## config.mk

```make
export PLATFORM = sky130hd
export DESIGN_NAME = mem_wb_stage
export DESIGN_NICKNAME = d
export VERILOG_FILES = /design/src/rtl/mips_pkg.sv /design/src/rtl/load_align.sv /design/src/rtl/mem_wb_stage.sv
export SDC_FILE = /design/constraint.sdc
export NUM_CORES = 1
export LEC_CHECK = 0
export ABC_AREA = 1
export BUFFER_PORTS_ARGS = -buffer_cell sky130_fd_sc_hd__buf_2
export CORE_UTILIZATION = 35
export DETAILED_ROUTE_END_ITERATION = 16
export SETUP_SLACK_MARGIN = 0.5
export SYNTH_ARGS = -nofsm -noshare
export SYNTH_HDL_FRONTEND = slang
export SYNTH_HIERARCHICAL = 1
export SYNTH_SLANG_ARGS = --single-unit
export TNS_END_PERCENT = 100
```

## constraint.sdc

```tcl
create_clock -name clk -period 3.6 [get_ports clk]
set_clock_uncertainty 0.2 [all_clocks]
set_input_delay 0 -clock clk [delete_from_list [all_inputs] [get_ports clk]]
set_output_delay 0 -clock clk [all_outputs]
set_load 0.02 [all_outputs]
```

## src/rtl/mips_pkg.sv

```systemverilog
// Shared types and widths for the five-stage MIPS core.
// Writeback source and load width/sign encodings match the MEM-stage control fields.
package mips_pkg;

  localparam int DATA_W = 32;
  localparam int REG_W  = 5;

  typedef enum logic [1:0] {
    WB_ALU  = 2'd0,
    WB_LOAD = 2'd1,
    WB_LINK = 2'd2
  } wb_sel_t;

  typedef enum logic [2:0] {
    LD_W  = 3'd0,
    LD_H  = 3'd1,
    LD_HU = 3'd2,
    LD_B  = 3'd3,
    LD_BU = 3'd4
  } load_type_t;

endpackage

```

## src/rtl/load_align.sv

```systemverilog
// Big-endian sub-word load alignment and sign/zero extension.
// Purely combinational; also reports whether the access is misaligned for its width.
module load_align
  import mips_pkg::*;
(
  input  logic [DATA_W-1:0] data,
  input  logic [1:0]        offset,
  input  load_type_t        load_type,
  output logic [DATA_W-1:0] aligned,
  output logic              misaligned
);

  logic [7:0]  byte_val;
  logic [15:0] half_val;

  // Byte 0 is the most significant byte of the word.
  always_comb begin
    case (offset)
      2'd0:    byte_val = data[31:24];
      2'd1:    byte_val = data[23:16];
      2'd2:    byte_val = data[15:8];
      default: byte_val = data[7:0];
    endcase
    half_val = offset[1] ? data[15:0] : data[31:16];
  end

  // NOTE: every output gets a default before the case so no path leaves it unassigned (no latch).
  always_comb begin
    aligned    = data;
    misaligned = (offset != 2'd0);
    case (load_type)
      LD_H: begin
        aligned    = {{16{half_val[15]}}, half_val};
        misaligned = offset[0];
      end
      LD_HU: begin
        aligned    = {16'd0, half_val};
        misaligned = offset[0];
      end
      LD_B: begin
        aligned    = {{24{byte_val[7]}}, byte_val};
        misaligned = 1'b0;
      end
      LD_BU: begin
        aligned    = {24'd0, byte_val};
        misaligned = 1'b0;
      end
      default: ;
    endcase
  end

endmodule

```

## src/rtl/mem_wb_stage.sv

```systemverilog
// MEM/WB pipeline register: selects the writeback value, drives the register file
// write port from flops, flags misaligned loads and counts retired instructions.
module mem_wb_stage
  import mips_pkg::*;
(
  input  logic              clk,
  input  logic              rst_n,
  input  logic              stall,
  input  logic              flush,
  input  logic              mem_valid,
  input  logic [REG_W-1:0]  mem_rd,
  input  logic              mem_reg_write,
  input  logic [1:0]        mem_wb_sel,
  input  logic [2:0]        mem_load_type,
  input  logic [1:0]        mem_addr_lo,
  input  logic [DATA_W-1:0] mem_alu_result,
  input  logic [DATA_W-1:0] mem_load_data,
  input  logic [DATA_W-1:0] mem_pc_plus8,
  output logic [REG_W-1:0]  write_register,
  output logic [DATA_W-1:0] write_data,
  output logic              write_enable,
  output logic              wb_valid,
  output logic              misalign_exc,
  output logic [DATA_W-1:0] retire_count
);

  wb_sel_t           sel;
  load_type_t        load_type;
  logic [DATA_W-1:0] aligned;
  logic [DATA_W-1:0] wb_value;
  logic              misaligned;
  logic              load_fault;
  logic              we_next;

  // Unlisted codes fall through to the ALU / LW defaults below.
  assign sel       = wb_sel_t'(mem_wb_sel);
  assign load_type = load_type_t'(mem_load_type);

  load_align u_load_align (
    .data       (mem_load_data),
    .offset     (mem_addr_lo),
    .load_type  (load_type),
    .aligned    (aligned),
    .misaligned (misaligned)
  );

  always_comb begin
    wb_value = mem_alu_result;
    case (sel)
      WB_LOAD: wb_value = aligned;
      WB_LINK: wb_value = mem_pc_plus8;
      default: ;
    endcase
  end

  // Only a load can fault; the address bits of other instructions are ALU result bits.
  assign load_fault = misaligned & (sel == WB_LOAD);
  assign we_next    = mem_valid & mem_reg_write & (mem_rd != '0) & ~load_fault;

  // NOTE: state flops use non-blocking assignments so every flop samples pre-edge values.
  always_ff @(posedge clk or negedge rst_n) begin
    if (!rst_n) begin
      write_register <= '0;
      write_data     <= '0;
      write_enable   <= 1'b0;
      wb_valid       <= 1'b0;
      misalign_exc   <= 1'b0;
      retire_count   <= '0;
    end else if (flush) begin
      // Bubble: control bits drop, data fields are don't-care and simply hold.
      write_enable   <= 1'b0;
      wb_valid       <= 1'b0;
      misalign_exc   <= 1'b0;
    end else if (!stall) begin
      write_register <= mem_rd;
      write_data     <= wb_value;
      write_enable   <= we_next;
      wb_valid       <= mem_valid;
      misalign_exc   <= load_fault & mem_valid;
      if (mem_valid) retire_count <= retire_count + 1'b1;
    end
  end

endmodule

```

==> impl_table.tex, run 1 <==
\begin{tabular}{lr}
\hline
Metric & Value \\
\hline
\multicolumn{2}{l}{\textbf{Status}} \\
Outcome & complete, no violations \\
\multicolumn{2}{l}{\textbf{Power}} \\
Fraction of power consumed by sequential logic & 36.5\% \\
Total design power & 2710 uW \\
Switching power & 907 uW \\
Pwr/cell area & 382 nW/um2 \\
Switching fraction of total power & 33.5\% \\
Max VDD drop & 0.000250 V \\
Power share of the clock group & 33.5\% \\
Pint & 1800 uW \\
Combinational Power Share & 30.0\% \\
Static leakage & 0.00365 uW \\
\multicolumn{2}{l}{\textbf{Clock network}} \\
CTS Root Cell & clkbuf\_16 \\
Number of resized instances in the post-cts repair step & 0 \\
Count of H-tree levels built during CTS & 3 \\
Number of buffers created by CTS & 9 \\
CTS tree & built \\
Clock slew at the register clock pins of the worst setup and hold paths & 60 ps \\
Clock insertion delay at the later pin of the skew report & 340 ps \\
Sink count of the clock tree & 72 \\
Maximum buffer depth of the clock tree & 2 \\
\multicolumn{2}{l}{\textbf{Synthesis}} \\
Yosys warnings & 6 \\
Synthesized netlist cell count & 701 \\
Post-Synthesis Mean Instance Area & 7.13 um2 \\
Synthesized flop and latch total & 72 \\
Number of nets produced by synthesis & 818 \\
Post-Synthesis Cell Area & 5000 um2 \\
Sequential cell area fraction in the yosys report & 36.0\% \\
Post-synthesis cell type count & 36 \\
\multicolumn{2}{l}{\textbf{STA}} \\
Final Hold Viols & 0 \\
Worst slew pin tran & 964 ps \\
Final period utilization & 72.0\% \\
Slew Limit Headroom & 35.8\% \\
Number of failing setup endpoints in the final timing report & 0 \\
Post-layout worst setup margin & 1010 ps \\
Max Slew Vio Count & 0 \\
Min cycle time layout & 2590 ps \\
Maximum clock frequency & 386 MHz \\
Unrepaired setup endpoints after global routing & no \\
Final TNS setup & 0 ps \\
\multicolumn{2}{l}{\textbf{Hold path}} \\
Type of the tightest min-delay check & in2async \\
\multicolumn{2}{l}{\textbf{Die}} \\
Initial standard-cell utilization of the core & 36.0\% \\
Die extent in y & 122 um \\
Io pins & 186 \\
Core region area & 13900 um2 \\
Number of cell rows & 43 \\
Full die area & 14800 um2 \\
Die X-Extent & 122 um \\
\multicolumn{2}{l}{\textbf{Final layout}} \\
Most common library cell in the layout ignoring fill and taps & nand2\_1 \\
Area delta synth->final & 41.9\% \\
Most frequent cells in the layout & 191 x nand2\_1, 184 x buf\_2, 82 x o21ai\_0 \\
Layout Nets & 1065 \\
Fraction of layout instances using a drive strength above 1 & 25.7\% \\
\multicolumn{2}{l}{\textbf{Drt}} \\
First DRT Iteration DRCs & 306 \\
Number of remaining DRC errors & 0 \\
Via density per instance & 4.96 \\
Post-route ant nets & 0 \\
Total vias in the final route & 5617 \\
Post-DR wirelength/cell & 15.4 um \\
Post-Route WL & 17.4 mm \\
First-pass detailed-route iteration total & 5 \\
\multicolumn{2}{l}{\textbf{Setup path}} \\
Category of the most critical setup path & in2reg \\
Slowest cell on crit path & dlygate4sd3\_1 \\
Data arrival time at the worst-slack endpoint & 2610 ps \\
Crit end category & register \\
Crit-path max FO & 33 \\
Startpoint type of the worst setup path & input port \\
Cell Chain, Critical Path & buf\_2 -> inv\_1 -> nand3\_1 -> nand2\_2 -> nor2\_8 -> o21ai\_1 -> nand2\_1 -> nand2\_1 -> nand3\_1 -> dlygate4sd3\_1 -> o21ai\_0 -> dlygate4sd3\_1 \\
Largest incremental delay on the critical path & 560 ps \\
Number of cells on the worst reg-to-reg path & 4 \\
Required arrival time at the worst endpoint & 3620 ps \\
\multicolumn{2}{l}{\textbf{Placed design}} \\
Final weighted congestion in routability-driven placement & 0.849 \\
Input/output buffers & 185 \\
DPL Wire Length & 12.0 mm \\
Setup Slack @ Placement & 1380 ps \\
\multicolumn{2}{l}{\textbf{Run}} \\
Number of max-cap violations & 0 \\
\multicolumn{2}{l}{\textbf{Global routing}} \\
Global routing's busiest layer & met2 \\
Global routing usage on met3 & 6.77\% \\
GRT overflow & 0 \\
Global routing met1 resource utilization & 28.1\% \\
Gr usage total & 24.2\% \\
Via count of the first global-routing pass & 5397 \\
GR Layer Usage met2 & 42.5\% \\
Initial antenna violation count & 1 \\
First-pass GRT wire length & 27.4 mm \\
Pin count of the biggest net entering global routing & 73 \\
\hline
\end{tabular}
## power by group through the flow
stage               clock [uW]  combinational [uW]  sequential (uW)
floorplan                    0                 297             1110
global placement             0                 677             1000
detailed placement           0                 681             1000
CTS                        937                 806              988
global route               965                 888             1000
finish                     908                 812              988
## path summary, 6_finish.rpt
| path | slack, ps | endpoint | start |
|---|---|---|---|
| worst min-delay path | 150 | retire_count[3]$_DFFE_PN0P_ | rst_n |
| max in group asynchronous | 2420 | write_data[0]$_DFFE_PN0N_ | rst_n |
| min in group clk | 270 | write_register[0]$_DFFE_PN0N_ | write_register[0]$_DFFE_PN0N_ |
| worst min register to register | 270 | write_register[0]$_DFFE_PN0N_ | write_register[0]$_DFFE_PN0N_ |
| worst max-delay path | 1010 | write_enable$_DFFE_PN0P_ | mem_load_type[1] |
| worst max register to register | 1620 | wb_valid$_DFFE_PN0P_ | wb_valid$_DFFE_PN0P_ |
## flip-flops by register name, summed over array words and instances (netlist names)
register and flops:
wb_valid 1, misalign_exc 1, write_data 32, retire_count 32
write_enable 1, write_register 5
## what timing repair did
item | CTS | global route
hold buffers | 81 | 0
buffers inserted | 0 | 0
endpoints found under the hold margin | 117 | 0
## through the flow
stage | instances | util [%] | hold WS, ps | area (um2)
final | 1133 | 51.1 | 154 | 7090
after global routing | 1133 | 51.1 | 261 | 7090
after CTS | 1132 | 51.1 | 206 | 7090
after detailed placement | 1036 | 43.1 | 20.6 | 5980
after global placement | 1036 | 43.1 | 15.2 | 5980
after floorplan | 701 | - | -496 | 5000
## Yosys cell counts (all sizes together)
cell / number / area (um2)
nand2: 201 / 800
o21ai: 87 / 439
nor2: 83 / 409
nand3: 74 / 408
dfrtp: 72 / 1800
inv: 64 / 240
a22o: 31 / 272
buf: 24 / 160
nand4: 14 / 93.8
xnor2: 11 / 96.3
a21oi: 10 / 50.1
clkbuf: 10 / 40.0
xor2: 7 / 61.3
nor3: 5 / 57.6
ha: 3 / 37.5
and2: 1 / 6.26
and3: 1 / 6.26
clkinv: 1 / 5.00
nand3b: 1 / 7.51
o21bai: 1 / 7.51
## cell families after synthesis
kind of cell,count (synthesis),share of synthesized area (%)
simple gates,380,35.8
compound gates,129,15.4
buf+inv,99,8.91
flops,72,36.0
xor+xnor,18,3.15
fa+ha+maj,3,0.751
## routing by layer
layer | vias up | wire [um]
met5 | - | 0
met4 | 0 | 376
met3 | 27 | 1290
met2 | 208 | 8680
met1 | 2584 | 7060
li1 | 2798 | -
## layout make-up
type                       instances  area, um2
timing repair buffer             270       1770
sequential                        72       1800
clock buffer                      10        239
inverter                          65        245
multi-input combinational        530       2750
clock inverter                     5       57.6
antenna                            1       2.50
fill                            1409       6790
tap                              180        225
## worst max-delay path: cells and delay by family
family | cells | cell delay, ps
AO/OA/AOI/OAI | 2 | 180
AND/OR/NAND/NOR | 6 | 1130
buffers and inverters | 4 | 1280
Note: power is estimated with default switching activity, not from simulation.
==> inputs of run 2 (changes only) <==
Settings changed: ABC_AREA 1 to 0.
Clock period 3.6 ns to 2.6 ns, I/O delays scaled along.
==> impl_table.tex, run 2 <==
\begin{tabular}{lr}
\hline
Metric & Value \\
\hline
\multicolumn{2}{l}{\textbf{Final layout}} \\
Fraction of layout instances using a drive strength above 1 & 33.7\% \\
Number of inserted diodes & 0 \\
Layout Nets & 866 \\
Most common library cell in the layout ignoring fill and taps & buf\_2 \\
Number of inserted filler cells in the final layout & 1279 \\
Finished Cell Area & 6830 um2 \\
Most frequent cells in the layout & 184 x buf\_2, 73 x dlygate4sd3\_1, 72 x dfrtp\_1 \\
Core occupancy in the finished layout & 51.6\% \\
Area delta synth->final & 44.1\% \\
Registers with the most flip-flops & retire\_count x32, write\_data x32, write\_register x5 \\
\multicolumn{2}{l}{\textbf{Global routing}} \\
Via count of the first global-routing pass & 4977 \\
Gr usage total & 23.5\% \\
Initial antenna violation count & 0 \\
GRT overflow & 0 \\
First-pass GRT wire length & 26.0 mm \\
Pin count of the biggest net entering global routing & 73 \\
\multicolumn{2}{l}{\textbf{STA}} \\
Unrepaired setup endpoints after global routing & no \\
Slew Limit Headroom & 35.8\% \\
Number of failing setup endpoints in the final timing report & 0 \\
Final period utilization & 75.1\% \\
Final Hold Viols & 0 \\
Maximum clock frequency & 512 MHz \\
Final TNS setup & 0 ps \\
Min cycle time layout & 1950 ps \\
Max Slew Vio Count & 0 \\
Worst slew pin tran & 963 ps \\
\multicolumn{2}{l}{\textbf{Synthesis}} \\
Yosys warnings & 6 \\
Number of enable flip-flop cells after synthesis & 0 \\
Number of nets produced by synthesis & 635 \\
Fraction of registers with async set/reset & 100\% \\
Post-synthesis cell type count & 47 \\
Synth top area cells & dfrtp\_1 38\%, o21ai\_0 7.4\%, a22oi\_1 5.1\% \\
Synthesized netlist cell count & 518 \\
Main synth FF type & dfrtp\_1 \\
Count leader, synth & dfrtp\_1 \\
Sequential cell area fraction in the yosys report & 38.0\% \\
Post-Synthesis Mean Instance Area & 9.15 um2 \\
Leading cell types by count after synthesis & 72 x dfrtp\_1, 70 x o21ai\_0, 44 x nand2\_1 \\
Synthesized flop and latch total & 72 \\
Synth area leader & dfrtp\_1 \\
Post-Synthesis Cell Area & 4740 um2 \\
Fraction of post-synthesis cell area in the top cell type by area & 38.0\% \\
\multicolumn{2}{l}{\textbf{Drt}} \\
Total vias in the final route & 5103 \\
First DRT Iteration DRCs & 400 \\
Post-DR wirelength/cell & 17.6 um \\
Via density per instance & 5.49 \\
Number of remaining DRC errors & 0 \\
Post-Route WL & 16.3 mm \\
Post-route ant nets & 0 \\
First-pass detailed-route iteration total & 5 \\
\multicolumn{2}{l}{\textbf{Die}} \\
Number of cell rows & 42 \\
Full die area & 14000 um2 \\
Die X-Extent & 118 um \\
Die extent in y & 118 um \\
Io pins & 186 \\
Initial standard-cell utilization of the core & 35.8\% \\
Core region area & 13200 um2 \\
\multicolumn{2}{l}{\textbf{Clock network}} \\
Sink count of the clock tree & 72 \\
Clock insertion delay at the later pin of the skew report & 330 ps \\
CTS Root Cell & clkbuf\_16 \\
Number of buffers created by CTS & 9 \\
Clock slew at the register clock pins of the worst setup and hold paths & 60 ps \\
Count of H-tree levels built during CTS & 3 \\
CTS tree & built \\
Maximum buffer depth of the clock tree & 2 \\
\multicolumn{2}{l}{\textbf{Hold path}} \\
Cell count of the worst hold path & 5 \\
Min-Delay Startpoint & mem\_pc\_plus8[6] \\
Type of the tightest min-delay check & in2reg \\
Hold endpoint & write\_data[6]\$\_DFFE\_PN0N\_ \\
\multicolumn{2}{l}{\textbf{Setup path}} \\
Number of cells on the worst reg-to-reg path & 4 \\
Launching point of the worst reg2reg path & retire\_count[8]\$\_DFFE\_PN0P\_ \\
Crit-path max FO & 9 \\
Data arrival time at the worst-slack endpoint & 1970 ps \\
Required arrival time at the worst endpoint & 2610 ps \\
Flop2flop setup slack & 650 ps \\
Category of the most critical setup path & reg2reg \\
Crit end category & register \\
Startpoint type of the worst setup path & register \\
Endpoint of the most critical register-to-register path & retire\_count[21]\$\_DFFE\_PN0P\_ \\
\multicolumn{2}{l}{\textbf{Power}} \\
Max VDD drop & 0.000305 V \\
Total design power & 3760 uW \\
Pwr/cell area & 550 nW/um2 \\
Static leakage & 0.00324 uW \\
\multicolumn{2}{l}{\textbf{Placed design}} \\
Input/output buffers & 185 \\
DPL Wire Length & 11.2 mm \\
Final weighted congestion in routability-driven placement & 0.862 \\
Cell area after placement & 5750 um2 \\
\multicolumn{2}{l}{\textbf{Run}} \\
Number of max-cap violations & 0 \\
\multicolumn{2}{l}{\textbf{Status}} \\
Outcome & complete, no violations \\
\hline
\end{tabular}
run 2: cell count changes after synthesis, sizes merged, moves of 24 or more:
cell	delta
inv	-58
clkbuf	+27
a21oi	+24
nand3	-62
nor2	-42
nand2	-157
a22o	-30
a22oi	+32
run 2: cell families (layout without fill, tap and decap cells):
group / after synthesis / after routing / share of synthesized area, %
xor+xnor: 32 / 32 / 5.91
flops: 72 / 72 / 38.0
mux: 15 / 15 / 6.02
buf+inv: 53 / 289 / 4.67
simple gates: 135 / 135 / 15.1
compound gates: 207 / 207 / 29.3
fa+ha+maj: 4 / 4 / 1.00
run 2: per-stage QoR:
step / setup WS [ps] / instances / hold slack (ps)
6_report: 647 / 930 / 71.6
5_1_grt: 510 / 930 / 105
4_1_cts: 574 / 929 / 54.6
3_5_place_dp: 120 / 840 / 4.82
3_3_place_gp: 266 / 840 / -8.79
2_1_floorplan: 686 / 518 / -496
run 2: cell type report:
class	instances	area [um2]	area share, %
Multi-Input combinational cell	393	2730	40.0
Sequential cell	72	1800	26.4
Clock buffer	10	239	3.50
Tap cell	176	220	3.22
Inverter	6	22.5	0.330
Timing Repair Buffer	267	1730	25.3
Clock inverter	6	90.1	1.32
run 2: worst max-delay path by stage:
stage                                            from                            to  slack, ps  cells after the start
after global routing      retire_count[9]$_DFFE_PN0P_  retire_count[21]$_DFFE_PN0P_        510                      4
after detailed placement             mem_load_type[0]    write_data[21]$_DFFE_PN0N_        120                      8
after global placement               mem_load_type[0]    write_data[29]$_DFFE_PN0N_        270                      8
after floorplan           retire_count[0]$_DFFE_PN0P_  retire_count[12]$_DFFE_PN0P_        690                      6
after CTS                 retire_count[0]$_DFFE_PN0P_  retire_count[26]$_DFFE_PN0P_        570                      5
final                     retire_count[8]$_DFFE_PN0P_  retire_count[21]$_DFFE_PN0P_        650                      4
run 2: metal layers:
metal	vias to the layer above	wire length (um)	global-route usage (%)
met5	-	0	0
met4	0	367	8.94
met3	29	1260	5.21
met2	244	7730	38.2
met1	2440	6960	30.4
li1	2390	-	-
run 2: timing repair:
| action | 4_1_cts | 5_1_grt |
|---|---|---|
| gates resized for setup | 1 | 1 |
| hold endpoints to repair | 115 | 0 |
| endpoints found under the setup margin | 4 | 20 |
| pin swaps | 0 | 2 |
| hold buffers | 73 | 0 |
| buffers inserted | 0 | 1 |
run 2: power by group:
part	switching (uW)	internal, uW	leakage (uW)	total (uW)
Combinational	600	441	0.00213	1040
Sequential	110	1240	0.000951	1350
Clock	493	871	0.000159	1360
run 2: worst max-delay path, stage by stage (launching register included):
cell,delay (ps)
dfrtp_1,440
nand4_2,240
nor4_4,610
nand4_1,190
xnor2_1,150
==> inputs of run 3 (changes only) <==
Clock period 2.6 ns to 2 ns, I/O delays scaled along.
==> impl_table.tex, run 3 (same netlist as run 2, synthesis figures left out) <==
\begin{tabular}{lr}
\hline
Metric & Value \\
\hline
\multicolumn{2}{l}{\textbf{STA}} \\
Min cycle time layout & 1660 ps \\
Unrepaired setup endpoints after global routing & yes \\
Maximum clock frequency & 601 MHz \\
Worst slew pin tran & 823 ps \\
Final Hold Viols & 40 \\
Post-layout worst setup margin & 336 ps \\
Max Slew Vio Count & 0 \\
Worst hold slack & -170 ps \\
Final period utilization & 83.2\% \\
Slew Limit Headroom & 44.8\% \\
Number of failing setup endpoints in the final timing report & 0 \\
\multicolumn{2}{l}{\textbf{Clock network}} \\
CTS Root Cell & clkbuf\_16 \\
Sink count of the clock tree & 72 \\
Maximum buffer depth of the clock tree & 2 \\
CTS tree & built \\
Hold buffer count at CTS & 75 \\
Count of H-tree levels built during CTS & 3 \\
Number of buffers created by CTS & 9 \\
Clock insertion delay at the later pin of the skew report & 340 ps \\
Clock slew at the register clock pins of the worst setup and hold paths & 60 ps \\
\multicolumn{2}{l}{\textbf{Setup path}} \\
Crit-path max FO & 9 \\
Slowest cell on crit path & dfrtp\_2 \\
Most repeated library cell on the critical path & nand4\_1 \\
Launching point of the worst reg2reg path & retire\_count[0]\$\_DFFE\_PN0P\_ \\
Startpoint type of the worst setup path & register \\
Crit end category & register \\
Number of cells on the worst reg-to-reg path & 6 \\
Endpoint of the most critical register-to-register path & retire\_count[31]\$\_DFFE\_PN0P\_ \\
Flop2flop setup slack & 340 ps \\
Required arrival time at the worst endpoint & 2020 ps \\
Category of the most critical setup path & reg2reg \\
Largest incremental delay on the critical path & 390 ps \\
Data arrival time at the worst-slack endpoint & 1690 ps \\
Cell Chain, Critical Path & buf\_4 -> nand4\_1 -> nor4\_4 -> buf\_6 -> nand4\_1 -> xnor2\_1 \\
\multicolumn{2}{l}{\textbf{Placed design}} \\
DPL Wire Length & 11.7 mm \\
Input/output buffers & 185 \\
Setup Slack @ Placement & -239 ps \\
Cell area after placement & 6020 um2 \\
Inst Count DP & 858 \\
Final weighted congestion in routability-driven placement & 0.919 \\
\multicolumn{2}{l}{\textbf{Final layout}} \\
Most common library cell in the layout ignoring fill and taps & buf\_2 \\
Fraction of layout instances using a drive strength above 1 & 45.6\% \\
Finished Cell Area & 7620 um2 \\
Number of inserted diodes & 0 \\
Core occupancy in the finished layout & 57.6\% \\
Final cell count without fillers & 965 \\
Layout Nets & 901 \\
Most frequent cells in the layout & 177 x buf\_2, 75 x dlygate4sd3\_1, 55 x dfrtp\_1 \\
Area delta synth->final & 60.8\% \\
Registers with the most flip-flops & retire\_count x32, write\_data x32, write\_register x5 \\
\multicolumn{2}{l}{\textbf{Global routing}} \\
First-pass GRT wire length & 27.2 mm \\
Via count of the first global-routing pass & 5299 \\
GRT overflow & 0 \\
Initial antenna violation count & 0 \\
Gr usage total & 24.6\% \\
Pin count of the biggest net entering global routing & 65 \\
\multicolumn{2}{l}{\textbf{Run}} \\
Number of max-cap violations & 0 \\
\multicolumn{2}{l}{\textbf{Hold path}} \\
Hold endpoint & retire\_count[2]\$\_DFFE\_PN0P\_ \\
Min-Delay Startpoint & mem\_valid \\
Type of the tightest min-delay check & in2reg \\
Cell count of the worst hold path & 3 \\
\multicolumn{2}{l}{\textbf{Drt}} \\
Post-DR wirelength/cell & 17.9 um \\
First-pass detailed-route iteration total & 5 \\
Number of remaining DRC errors & 0 \\
First DRT Iteration DRCs & 332 \\
Total vias in the final route & 5299 \\
Via density per instance & 5.49 \\
Post-Route WL & 17.2 mm \\
Post-route ant nets & 0 \\
\multicolumn{2}{l}{\textbf{Power}} \\
Max VDD drop & 0.000543 V \\
Static leakage & 0.00352 uW \\
Pwr/cell area & 671 nW/um2 \\
\multicolumn{2}{l}{\textbf{Die}} \\
Io pins & 186 \\
Full die area & 14000 um2 \\
Number of cell rows & 42 \\
Core region area & 13200 um2 \\
Die extent in y & 118 um \\
Die X-Extent & 118 um \\
Initial standard-cell utilization of the core & 35.8\% \\
\multicolumn{2}{l}{\textbf{Status}} \\
Failing checks & hold timing \\
Outcome & finished with violations \\
\hline
\end{tabular}
-- run 3: cell count changes in the layout (fill, tap and decap cells not counted), sizes merged --
cell         delta
buf            +31
clkbuf          +1
a22o            +1
clkinv          +2
inv             -2
dlygate4sd3     +2
-- run 3: critical path, delay by kind of cell, from the launching register on --
| kind | cells | cell delay [ps] |
|---|---|---|
| flip-flops | 1 | 390 |
| XOR/XNOR | 1 | 140 |
| AND/OR/NAND/NOR | 3 | 500 |
| buffers and inverters | 2 | 320 |
-- run 3: how the worst max path moves through the flow --
| stage | from | slack, ps | to |
|---|---|---|---|
| after floorplan | mem_addr_lo[0] | 130 | write_data[20]$_DFFE_PN0N_ |
| after detailed placement | mem_load_type[1] | -240 | write_data[21]$_DFFE_PN0N_ |
| after global routing | retire_count[0]$_DFFE_PN0P_ | 250 | retire_count[31]$_DFFE_PN0P_ |
| after CTS | retire_count[0]$_DFFE_PN0P_ | 340 | retire_count[31]$_DFFE_PN0P_ |
| final | retire_count[0]$_DFFE_PN0P_ | 340 | retire_count[31]$_DFFE_PN0P_ |
| after global placement | mem_load_type[1] | -230 | write_data[26]$_DFFE_PN0N_ |
-- run 3: area by class of cell --
| type | instances | area, um2 |
|---|---|---|
| Clock buffer | 10 | 229 |
| Clock inverter | 6 | 93.8 |
| Fill cell | 1184 | 5620 |
| Inverter | 6 | 22.5 |
| Multi-Input combinational cell | 394 | 3110 |
| Sequential cell | 72 | 1820 |
| Tap cell | 176 | 220 |
| Timing Repair Buffer | 301 | 2120 |
-- run 3: metal layers --
layer	wire [um]	track usage (%)
met2	8500	41.9
met1	7110	30.0
met3	1090	4.68
met4	526	11.6
met5	0	0
-- run 3: power by group --
part	switching (uW)	internal (uW)	total, uW
Sequential	116	1630	1740
Combinational	906	733	1640
Clock	635	1100	1730
Total	1660	3460	5120
-- run 3: timing repair --
action                                 CTS  global route
buffers inserted                        11             3
pin swaps                               13            29
endpoints found under the hold margin  114             2
resized for setup                       32            88
cloned                                   2             0
setup endpoints to repair               57            61
-- run 3: metrics by stage --
stage	total power, uW	hold WS (ps)	setup TNS [ps]
3_5_place_dp	3080	-186	-3150
4_1_cts	5030	-182	0
6_report	5120	-170	0
3_3_place_gp	3060	-194	-3190
2_1_floorplan	2560	-496	0
5_1_grt	5340	-158	0
